## src/rtl/mem_ctrl.sv

```systemverilog
// Byte-serial RAM/IO port controller: arbitrates IF fetches against MEM loads/stores
// (MEM wins), splits each access into byte transfers and assembles little-endian words.
module mem_ctrl #(
    parameter int ADDR_WIDTH = 32,
    parameter int IO_SEL_HI  = 17
) (
    input  logic                  clk_in,
    input  logic                  rst_in,
    input  logic                  rdy_in,
    input  logic                  if_req_in,
    input  logic [ADDR_WIDTH-1:0] if_addr_in,
    input  logic                  if_clear_in,
    output logic                  if_done_out,
    output logic [31:0]           if_data_out,
    input  logic                  read_req_in,
    input  logic                  write_req_in,
    input  logic [ADDR_WIDTH-1:0] mem_addr_in,
    input  logic [31:0]           mem_val_in,
    input  logic [2:0]            store_len,
    output logic                  mem_done_out,
    output logic [31:0]           mem_val_read_out,
    output logic [1:0]            memctrl_busy_out,
    input  logic [7:0]            ram_din_in,
    output logic [7:0]            ram_dout_out,
    output logic [ADDR_WIDTH-1:0] ram_addr_out,
    output logic                  ram_wr_out,
    input  logic                  io_buffer_full_in
);

    typedef enum logic [2:0] {IDLE, IFR, MRD, MWR, DONE} state_t;

    state_t                state, state_n;
    logic [2:0]            cnt, cnt_n, len, len_n, cnt_inc;
    logic [ADDR_WIDTH-1:0] base, base_n, addr_n;
    logic [31:0]           wdata, wdata_n, rbuf, rbuf_n, if_data_n, mem_val_n;
    logic [7:0]            dout_n;
    logic                  wr_q, wr_n, if_done_n, mem_done_n;
    logic [1:0]            busy_n;
    logic                  io_stall, take_mem, take_if, step_read;

    // A store byte aimed at the IO window while the IO FIFO is full is held back.
    assign io_stall   = wr_q && (ram_addr_out[IO_SEL_HI:IO_SEL_HI-1] == 2'b11) && io_buffer_full_in;
    assign ram_wr_out = wr_q && rdy_in && !io_stall;

    always_comb begin
        state_n    = state;
        cnt_n      = cnt;
        len_n      = len;
        base_n     = base;
        wdata_n    = wdata;
        rbuf_n     = rbuf;
        addr_n     = ram_addr_out;
        dout_n     = ram_dout_out;
        wr_n       = wr_q;
        busy_n     = memctrl_busy_out;
        if_done_n  = 1'b0;
        mem_done_n = 1'b0;
        if_data_n  = if_data_out;
        mem_val_n  = mem_val_read_out;
        cnt_inc    = cnt + 3'd1;
        take_mem   = 1'b0;
        take_if    = 1'b0;
        step_read  = 1'b0;

        case (state)
            IDLE: begin
                if (read_req_in || write_req_in)    take_mem = 1'b1;
                else if (if_req_in && !if_clear_in) take_if  = 1'b1;
            end
            IFR: begin
                if (read_req_in || write_req_in) take_mem = 1'b1;
                else if (if_clear_in) begin
                    state_n = IDLE;
                    busy_n  = 2'b00;
                end else step_read = 1'b1;
            end
            MRD: step_read = 1'b1;
            MWR: begin
                if (!io_stall) begin
                    if (cnt_inc < len) begin
                        cnt_n  = cnt_inc;
                        addr_n = base + ADDR_WIDTH'(cnt_inc);
                        dout_n = wdata[{cnt_inc[1:0], 3'b000} +: 8];
                    end else begin
                        wr_n       = 1'b0;
                        mem_done_n = 1'b1;
                        busy_n     = 2'b00;
                        state_n    = DONE;
                    end
                end
            end
            DONE:    state_n = IDLE;
            default: state_n = IDLE;
        endcase

        if (take_mem) begin
            state_n = write_req_in ? MWR : MRD;
            base_n  = mem_addr_in;
            len_n   = write_req_in ? store_len + 3'd1 : store_len;
            wdata_n = mem_val_in;
            rbuf_n  = '0;
            cnt_n   = '0;
            addr_n  = mem_addr_in;
            dout_n  = write_req_in ? mem_val_in[7:0] : 8'h00;
            wr_n    = write_req_in;
            busy_n  = 2'b10;
        end
        if (take_if) begin
            state_n = IFR;
            base_n  = if_addr_in;
            len_n   = 3'd4;
            rbuf_n  = '0;
            cnt_n   = '0;
            addr_n  = if_addr_in;
            wr_n    = 1'b0;
            busy_n  = 2'b01;
        end
        // Byte cnt was addressed last cycle; one extra edge after the last capture
        // publishes the completed word.
        if (step_read) begin
            if (cnt < len) begin
                rbuf_n[{cnt[1:0], 3'b000} +: 8] = ram_din_in;
                cnt_n  = cnt_inc;
                addr_n = base + ADDR_WIDTH'(cnt_inc);
            end else begin
                busy_n  = 2'b00;
                state_n = DONE;
                if (state == IFR) begin
                    if_done_n = 1'b1;
                    if_data_n = rbuf;
                end else begin
                    mem_done_n = 1'b1;
                    mem_val_n  = rbuf;
                end
            end
        end
    end

    always_ff @(posedge clk_in or negedge rst_in) begin
        if (!rst_in) begin
            state            <= IDLE;
            cnt              <= '0;
            len              <= '0;
            base             <= '0;
            wdata            <= '0;
            rbuf             <= '0;
            ram_addr_out     <= '0;
            ram_dout_out     <= '0;
            wr_q             <= 1'b0;
            memctrl_busy_out <= '0;
            if_done_out      <= 1'b0;
            mem_done_out     <= 1'b0;
            if_data_out      <= '0;
            mem_val_read_out <= '0;
        end else if (rdy_in) begin
            state            <= state_n;
            cnt              <= cnt_n;
            len              <= len_n;
            base             <= base_n;
            wdata            <= wdata_n;
            rbuf             <= rbuf_n;
            ram_addr_out     <= addr_n;
            ram_dout_out     <= dout_n;
            wr_q             <= wr_n;
            memctrl_busy_out <= busy_n;
            if_done_out      <= if_done_n;
            mem_done_out     <= mem_done_n;
            if_data_out      <= if_data_n;
            mem_val_read_out <= mem_val_n;
        end
    end

endmodule
```

## config.mk

```make
export PLATFORM = sky130hd
export DESIGN_NAME = mem_ctrl
export DESIGN_NICKNAME = d
export VERILOG_FILES = /design/src/rtl/mem_ctrl.sv
export SDC_FILE = /design/constraint.sdc
export NUM_CORES = 1
export LEC_CHECK = 0
export CORE_UTILIZATION = 45
export DETAILED_ROUTE_END_ITERATION = 10
export PLACE_DENSITY = 0.75
export SYNTH_ARGS = -nofsm -noshare
export SYNTH_HDL_FRONTEND = slang
export SYNTH_SLANG_ARGS = --single-unit
```

## constraint.sdc

```tcl
create_clock -name clk_in -period 3.27 [get_ports clk_in]
set_input_delay 0.981 -clock clk_in [delete_from_list [all_inputs] [get_ports clk_in]]
set_output_delay 0.981 -clock clk_in [all_outputs]
set_load 0.05 [all_outputs]
```

==> impl_metrics.tcl <==
set metrics [dict create \
    status "complete, but fails checks" \
    violations "DRC" \
    cp_max_fo 2 \
    grt.total_usage_pct 23.9 \
    hold_buffers 0 \
    synth_edf_count 0 \
    rows 54 \
    setup_violations 0 \
    holdWs_ns 0.391 \
    synth_seq_cells 214 \
    place_congestion 0.864 \
    grt_pass1_wl_um 44800 \
    leakagePower_nw 6.03 \
    io_pins 224 \
    clockBufferDepth 3 \
    initial_core_util_pct 46.4 \
    critPathBufInv 2 \
    syn_inst 914 \
    tightest_slew_ns 0.865 \
    ys_seq_area_share_pct 52.4 \
    die-area_um2 23300 \
    core_area_um2 22000 \
    die_h_um 153 \
    utilization_pct 62.2 \
    post_cts_resized 0 \
    cts_buffers 23 \
    vdd_drop_max_mv 0.549 \
    synth_top_area_share_pct 52.4 \
    antenna_found_initial 0 \
    max-cap-violations 0 \
    yosysUniqueCellTypes 67 \
    p_switching_mw 4.71 \
    critPathArrivalTime_ns 2.04 \
    max_freq_ghz 0.331 \
    path_class "primary input to output port" \
    cpPeakStageDelay_ns 0.49 \
    reg2reg_depth 11 \
    seq_power_share_pct 34.5 \
    async_flop_share_pct 100 \
    dr.pass1.iters 8 \
    synth_commonest_cells "214 x dfrtp_1, 101 x nand2_1, 97 x mux2_2" \
    synth_area_um2 10200 \
    setup_tns_ns 0 \
    finalHoldViolations 0 \
    synthTopCellsByArea "dfrtp_1 52%, mux2_2 11%, nand2_1 3.7%" \
    tritoncts "built" \
    powerDensity_nw_per_um2 860 \
    cp_cell_sequence "clkdlybuf4s50_1, nand4_1, and3_2, buf_4" \
    via_per_inst 5.71 \
    drc 14 \
    skew_ns 0.00910 \
    synthMostInstantiatedCell "dfrtp_1" \
    vias 8233 \
    start_kind "primary input" \
    crit_cells 4 \
    clk_pin_slew_ns 0.06 \
    clk_latency_ns 0.51 \
    drv_slew 0 \
    grt_pass1_vias 8185 \
    ant_nets 0 \
    p_clk_share_pct 20.9 \
    cts.sinks 214 \
    wire_per_inst_um 19.3 \
    h-tree-depth 1 \
    grt_max_degree 69 \
    hold_path.class "primary input to asynchronous set/reset pin" \
    grt_remaining_overflow 0 \
    die_w_um 153 \
    rsz0062_at_grt "false" \
    synth_top_cell_by_area "dfrtp_1" \
    comb_power_share_pct 44.6 \
    drive_above_1_share_pct 17.5 \
    period_minus_slack_ns 3.02 \
    io_buffer_count 223 \
    synth_nets 1044 \
    internal_power_mw 7.06 \
    period_share_pct 92.4 \
    crit_slowest_cell "clkdlybuf4s50_1" \
    drtIter0Drc 520 \
    fillers 1771 \
    cp_top_family "buffers and inverters" \
    slew_headroom_pct 42.3 \
    yosys_most_used_dff "dfrtp_1" \
    p_sw_share_pct 40.0 \
    diodes 0 \
    yosysWarnings 0 \
    endpoint_kind "output port" \
    nets 1279 \
    dp_hpwl_um 20300 \
    critPathRequiredTime_ns 2.29 \
    postSynthAreaPerCell_um2 11.2 \
    drt-total-wl_um 27800 \
    areaGrowthSynthToFinish_pct 33.9 \
    clock-root-buffer "clkbuf_16" \
    post_cts_buffers 0 \
]
[cell families after synthesis]
| logic type | count (synthesis) | share of synthesized area [%] |
|---|---|---|
| xor+xnor | 33 | 2.83 |
| mux | 107 | 12.6 |
| fa+ha+maj | 15 | 1.91 |
| compound gates | 218 | 15.2 |
| buf+inv | 72 | 2.99 |
| flops | 214 | 52.4 |
| simple gates | 255 | 12.1 |
[state kept, by name, summed over array words and instances, names as in the netlist]
name	flops
base	32
cnt	3
if_data_out	32
if_done_out	1
len	3
mem_done_out	1
mem_val_read_out	32
memctrl_busy_out	2
ram_addr_out	32
ram_dout_out	8
rbuf	32
state	3
wdata	32
wr_q	1
[routing by layer]
metal / track usage (%) / vias to the layer above / wire length, um
met2: 38.0 / 322 / 13100
met4: 7.46 / 0 / 641
met1: 33.6 / 4023 / 12000
li1: - / 3843 / -
met3: 3.98 / 45 / 2030
met5: 0 / - / 0
[worst reg2reg max path, delay by kind of cell (launching register included)]
kind | cells | cell delay, ns
simple gates | 4 | 0.91
fa+ha+maj | 2 | 0.59
buf+inv | 3 | 0.58
flops | 1 | 0.47
compound gates | 2 | 0.32
[cell type report]
type	count	area, um2	share of cell area, %
Sequential cell	214	5360	39.1
Multi-Input combinational cell	628	4580	33.5
Timing Repair Buffer	268	2640	19.3
Clock buffer	35	661	4.82
Tap cell	280	350	2.56
Inverter	14	52.6	0.384
Clock inverter	4	48.8	0.356
[power by group through the flow]
stage | Combinational (mW) | Clock (mW) | Sequential (mW)
5_1_grt | 5.64 | 2.64 | 4.16
3_3_place_gp | 5.14 | 0 | 4.07
4_1_cts | 5.26 | 2.52 | 4.06
2_1_floorplan | 2.58 | 0 | 4.92
6_report | 5.25 | 2.46 | 4.06
3_5_place_dp | 5.24 | 0 | 4.09
[cells in the final DEF (no fill, tap or decap), drive strengths merged, types with 16 or more instances in the layout]
master         instances
clkdlybuf4s50        220
a22o                  35
xnor2                 16
nand4                 18
xor2                  17
a31oi                 41
clkbuf                35
dfrtp                214
mux2                  97
nand2                101
buf                   48
nor2                  58
nand3                 32
a21oi                 34
o21ai                 26
[worst paths after layout]
check                                       start  slack, ns          endpoint
worst max-delay path            io_buffer_full_in       0.25        ram_wr_out
worst min-delay path                       rst_in       0.39    if_data_out[6]
worst max register to register             cnt[1]       0.25  ram_addr_out[23]
worst min register to register    ram_dout_out[2]       0.49   ram_dout_out[2]
max in group asynchronous                  rst_in       2.13         wdata[29]
min in group clk_in               ram_dout_out[2]       0.49   ram_dout_out[2]
[through the flow]
| step | total power [mW] | cell area (um2) | setup WS (ns) | std cells |
|---|---|---|---|---|
| final | 11.8 | 13700 | 0.249 | 1443 |
| after global placement | 9.21 | 13000 | 0.0781 | 1404 |
| after global routing | 12.4 | 13700 | 0.0125 | 1443 |
| after floorplan | 7.50 | 10200 | 0.0650 | 914 |
| after detailed placement | 9.33 | 13000 | 0.0359 | 1404 |
| after CTS | 11.8 | 13700 | 0.270 | 1443 |
No activity file was read; power rests on OpenSTA's default activity.
